File: src/rtl/checkpoint_ras.sv
// checkpoint_ras: circular return-address stack with speculative checkpoints.
// Each checkpoint slot holds {tail, count, top value}; a restore reloads the
// pointers and rewrites only the top entry, which is all a mispredict repair
// needs for a RAS.
module checkpoint_ras #(
   parameter int DEPTH      = 8,
   parameter int PC_W       = 32,
   parameter int NUM_CKPT   = 4,
   parameter int RET_OFFSET = 4,
   localparam int CW = (NUM_CKPT > 1) ? $clog2(NUM_CKPT) : 1,
   localparam int TW = $clog2(DEPTH),
   localparam int NW = $clog2(DEPTH + 1)
) (
   input  logic            clock,
   input  logic            reset,
   input  logic            push_en,
   input  logic            pop_en,
   input  logic [PC_W-1:0] push_pc,
   input  logic            flush,
   input  logic            ckpt_save,
   input  logic            ckpt_restore,
   input  logic [CW-1:0]   ckpt_restore_tag,
   input  logic            ckpt_free,
   input  logic [CW-1:0]   ckpt_free_tag,
   output logic [PC_W-1:0] top_pc,
   output logic            valid_out,
   output logic [NW-1:0]   count_out,
   output logic            ckpt_avail,
   output logic [CW-1:0]   ckpt_tag
);

   localparam logic [TW-1:0] T_ONE = TW'(1);
   localparam logic [NW-1:0] N_ONE = NW'(1);
   localparam logic [NW-1:0] FULL  = NW'(DEPTH);

   typedef struct packed {
      logic [TW-1:0]   tail;
      logic [NW-1:0]   cnt;
      logic [PC_W-1:0] top;
   } snap_t;

   logic [PC_W-1:0]     stack [DEPTH];
   logic [TW-1:0]       tail;
   logic [NW-1:0]       count;
   snap_t               snap  [NUM_CKPT];
   logic [NUM_CKPT-1:0] alloc;

   // push/pop next-state candidates
   logic [PC_W-1:0] ret;
   logic            wr_en;
   logic [TW-1:0]   wr_idx;
   logic [TW-1:0]   tail_pp;
   logic [NW-1:0]   cnt_pp;
   logic [PC_W-1:0] top_pp;

   // restore / checkpoint bookkeeping
   snap_t               rs;
   logic                rs_hit;
   logic                save_ok;
   logic [CW-1:0]       free_idx;
   logic [NUM_CKPT-1:0] alloc_n;

   assign top_pc     = stack[tail - T_ONE];
   assign valid_out  = (count != '0);
   assign count_out  = count;
   assign ckpt_avail = ~&alloc;
   assign ckpt_tag   = free_idx;

   // lowest-index free checkpoint slot
   always_comb begin
      free_idx = '0;
      for (int i = NUM_CKPT - 1; i >= 0; i--)
         if (!alloc[i]) free_idx = CW'(i);
   end

   // push/pop effect; top_pp is the top value of the resulting state, needed
   // so a same-cycle save captures post-push/pop contents
   always_comb begin
      ret     = push_pc + PC_W'(RET_OFFSET);
      wr_en   = 1'b0;
      wr_idx  = tail;
      tail_pp = tail;
      cnt_pp  = count;
      if (push_en && (!pop_en || count == '0)) begin
         wr_en   = 1'b1;
         tail_pp = tail + T_ONE;
         cnt_pp  = (count == FULL) ? FULL : count + N_ONE;
      end else if (push_en) begin
         // push+pop on a live stack replaces the top in place
         wr_en  = 1'b1;
         wr_idx = tail - T_ONE;
      end else if (pop_en && count != '0) begin
         tail_pp = tail - T_ONE;
         cnt_pp  = count - N_ONE;
      end
      top_pp = wr_en ? ret : stack[tail_pp - T_ONE];
   end

   // select the snapshot addressed by the restore tag; unallocated tags miss
   always_comb begin
      rs     = '0;
      rs_hit = 1'b0;
      for (int i = 0; i < NUM_CKPT; i++)
         if (ckpt_restore_tag == CW'(i)) begin
            rs     = snap[i];
            rs_hit = ckpt_restore && alloc[i];
         end
   end

   assign save_ok = ckpt_save && ckpt_avail && !flush && !rs_hit;

   // allocation update: free first so a save never loses to a same-tag free
   always_comb begin
      alloc_n = alloc;
      for (int i = 0; i < NUM_CKPT; i++) begin
         if (ckpt_free && ckpt_free_tag == CW'(i)) alloc_n[i] = 1'b0;
         if (rs_hit && ckpt_restore_tag == CW'(i)) alloc_n[i] = 1'b0;
         if (save_ok && free_idx == CW'(i))        alloc_n[i] = 1'b1;
      end
      if (flush) alloc_n = '0;
   end

   // state update in priority order: reset, flush, restore, push/pop+save
   always_ff @(posedge clock) begin
      if (reset) begin
         for (int i = 0; i < DEPTH; i++) stack[i] <= '0;
         for (int i = 0; i < NUM_CKPT; i++) snap[i] <= '0;
         tail  <= '0;
         count <= '0;
         alloc <= '0;
      end else begin
         alloc <= alloc_n;
         if (flush) begin
            tail  <= '0;
            count <= '0;
         end else if (rs_hit) begin
            tail  <= rs.tail;
            count <= rs.cnt;
            if (rs.cnt != '0) stack[rs.tail - T_ONE] <= rs.top;
         end else begin
            tail  <= tail_pp;
            count <= cnt_pp;
            if (wr_en) stack[wr_idx] <= ret;
            for (int i = 0; i < NUM_CKPT; i++)
               if (save_ok && free_idx == CW'(i))
                  snap[i] <= '{tail: tail_pp, cnt: cnt_pp, top: top_pp};
         end
      end
   end

endmodule
File: config.mk
export PLATFORM = sky130hd
export DESIGN_NAME = checkpoint_ras
export DESIGN_NICKNAME = d
export VERILOG_FILES = /design/src/rtl/checkpoint_ras.sv
export SDC_FILE = /design/constraint.sdc
export NUM_CORES = 1
export LEC_CHECK = 0
export CAP_MARGIN = 10
export CORE_AREA = 2 2 198 200
export CTS_CLUSTER_SIZE = 14
export DETAILED_ROUTE_END_ITERATION = 6
export DIE_AREA = 0 0 200 202
export MAX_ROUTING_LAYER = met4
export PLACE_DENSITY = 0.74
export SLEW_MARGIN = 25
export SYNTH_ARGS = -nofsm -noshare
export SYNTH_HDL_FRONTEND = slang
export SYNTH_SLANG_ARGS = --single-unit
File: constraint.sdc
create_clock -name clock -period 6.2 [get_ports clock]
set_clock_uncertainty 0.15 [all_clocks]
set_input_delay 1.24 -clock clock [delete_from_list [all_inputs] [get_ports clock]]
set_output_delay 1.24 -clock clock [all_outputs]
set_load 0.05 [all_outputs]
==> out/results.tsv <==
metric	value	unit
synth_area	21200	um^2
drtIter0Drc	2128	
r2r-start	count_out[0]$_SDFF_PP0_	
dpl.hpwl	38100	um
fin_ws	838	ps
syn_nets	1731	
synthTopCellsByCount	edfxtp_1, nor2_1, o22ai_1	
ctsHoldBuffers	0	
yosysMostFrequentCell	edfxtp_1	
reg2reg_depth	15	
rsz0062_at_grt	no	
r2r-end	snap[0][31]$_SDFFCE_PN0P_	
place_area	22800	um^2
postCtsSetupBuffers	0	
setup.worst_path.start_class	register	
max-vdd-ir-drop	0.234	mV
max_freq	0.187	GHz
crit_arrival	3970	ps
async_flop_share	0	
p_per_area	319	nW/um^2
timing.final.crit_share	0.865	
cp-endpoint	top_pc[3]	
design_area	24300	um^2
critPathLaunch	tail[0]$_SDFF_PP0_	
start_util	0.555	
cts_tree	done	
hold_class	reg -> reg	
remaining_drc_errors	0	
cts_sinks	423	
gr-usage-all-layers	0.330	
synth.distinct_cells	54	
end_kind	output port	
antenna_found_initial	1	
finalPower	7.76	mW
yosys-top-cells-area	edfxtp_1, mux4_2, nor2_1, o22ai_1, nor3_1	
postSynthAreaPerCell	12.6	um^2
yosys.area.top_type	edfxtp_1	
fin_cells	2300	
hold_viol	0	
hold_ws	396	ps
gp_congestion	0.888	
period_needed	5360	ps
drive_above_1_share	0.183	
die_w	200	um
grt_first_pass_wirelength	94900	um
cellLeakagePower	8.48	nW
cp.required	4810	ps
critPathMaxFanout	30	
drt_pre_antenna_iters	5	
yosys_warnings	0	
fp.dieH	202	um
max_slew_margin	0.254	
grt_pass1_vias	15557	
clkTransAtPathRegs	60	ps
die_area	40400	um^2
netlist.area_leader.share	0.582	
status	complete, no violations	
vias_per_cell	6.76	
dr_total_vias	15543	
grt_max_degree	67	
overflow	0	
fin_tns_setup	0	ps
io_buffer_count	83	
synth_edf_count	412	
synthFlopType	edfxtp_1	
fp-row-count	72	
r2r_setup_slack	1320	ps
ios	84	
cts_root_buffer	clkbuf_16	
clockBufferDepth	3	
worst_slew_pin_slew	1090	ps
cts_resized	0	
core_area	38300	um^2
synth-seq-cells	423	
ant_nets	0	
netlist_instances	1680	
utilization	0.635	
setup_violations	0	
synthToLayoutAreaGrowth	14.4	%
synth-seq-area-share	0.593	
cts_made_buffers	46	
dp_slack	607	ps
wl	63300	um
path_class	reg -> out	
maxCapViolations	0	
wl_per_cell	27.5	um
cts_max_level	2	
clk_latency	570	ps
layout.nets	1797	
placed_cells	2216	
maxSlewViolCount	0	
-- cell usage in the layout, fill, tap and decap left out, types with 4 or more instances in the layout --
master	instances
buf_4	56
or2_2	27
nor3_1	110
o31ai_1	5
a21oi_1	30
clkbuf_16	47
clkinv_2	8
clkinv_1	15
o22ai_1	130
nand3_1	19
a211oi_1	4
and2_1	11
dfxtp_1	10
nor2_1	340
bufinv_16	4
nand2b_2	9
nor4_1	5
xnor2_1	15
o21ai_0	11
mux2i_4	4
inv_1	14
nand2b_1	16
o311ai_1	14
and3_1	56
nand2_1	52
nand4_1	5
ha_1	6
o21ai_1	5
clkdlybuf4s50_1	80
buf_12	10
edfxtp_1	412
clkbuf_1	6
nor2b_1	10
or3_1	16
mux2i_1	10
mux4_2	104
or2_1	8
xor2_1	24
mux2_2	32
-- logic make-up after synthesis --
group,count (synthesis),share of synthesized area
compound gates,216,0.0661
buf+inv,146,0.0320
mux,150,0.135
xor+xnor,42,0.0187
flops,423,0.593
simple gates,696,0.152
fa+ha+maj,7,0.00412
-- worst min-delay path by stage --
stage,from,end,depth (start not counted)
finish,alloc[1]$_SDFFE_PP0P_,alloc[1]$_SDFFE_PP0P_,2
global route,alloc[1]$_SDFFE_PP0P_,alloc[1]$_SDFFE_PP0P_,2
CTS,alloc[1]$_SDFFE_PP0P_,alloc[1]$_SDFFE_PP0P_,2
detailed placement,alloc[1]$_SDFFE_PP0P_,alloc[1]$_SDFFE_PP0P_,2
global placement,alloc[1]$_SDFFE_PP0P_,alloc[1]$_SDFFE_PP0P_,2
floorplan,alloc[1]$_SDFFE_PP0P_,alloc[1]$_SDFFE_PP0P_,2
-- registers in the layout, summed over array words and instances (netlist names) --
name / count
tail: 3
stack: 256
alloc: 4
count_out: 4
snap: 156
-- worst max-delay path: stages, from the launching register on --
cell and delay (ps):
dfxtp_4 550, buf_4 530, buf_4 650, mux4_2 600, mux2_2 340, clkdlybuf4s50_1 720
-- layout make-up --
type                       instances  area [um^2]
antenna                            1         2.50
sequential                       423        12600
clock buffer                      53         1200
fill                            2857        14000
inverter                          14         52.6
timing repair buffer             150         1450
clock inverter                    30          241
tap                              518          648
multi-input combinational       1111         8110
-- where the power goes --
part / switching, mW / total, mW / internal, mW
registers: 0.0628 / 3.33 / 3.27
clock network: 1.11 / 2.65 / 1.54
logic: 1.15 / 1.77 / 0.621
total: 2.32 / 7.76 / 5.44
-- per-layer routing --
metal / routed length [um] / global-route usage
met1: 22500 / 0.425
met2: 29900 / 0.505
met3: 6900 / 0.0517
met4: 4010 / 0.180
met5: 0 / -
Note: power is estimated with default switching activity, not from simulation.
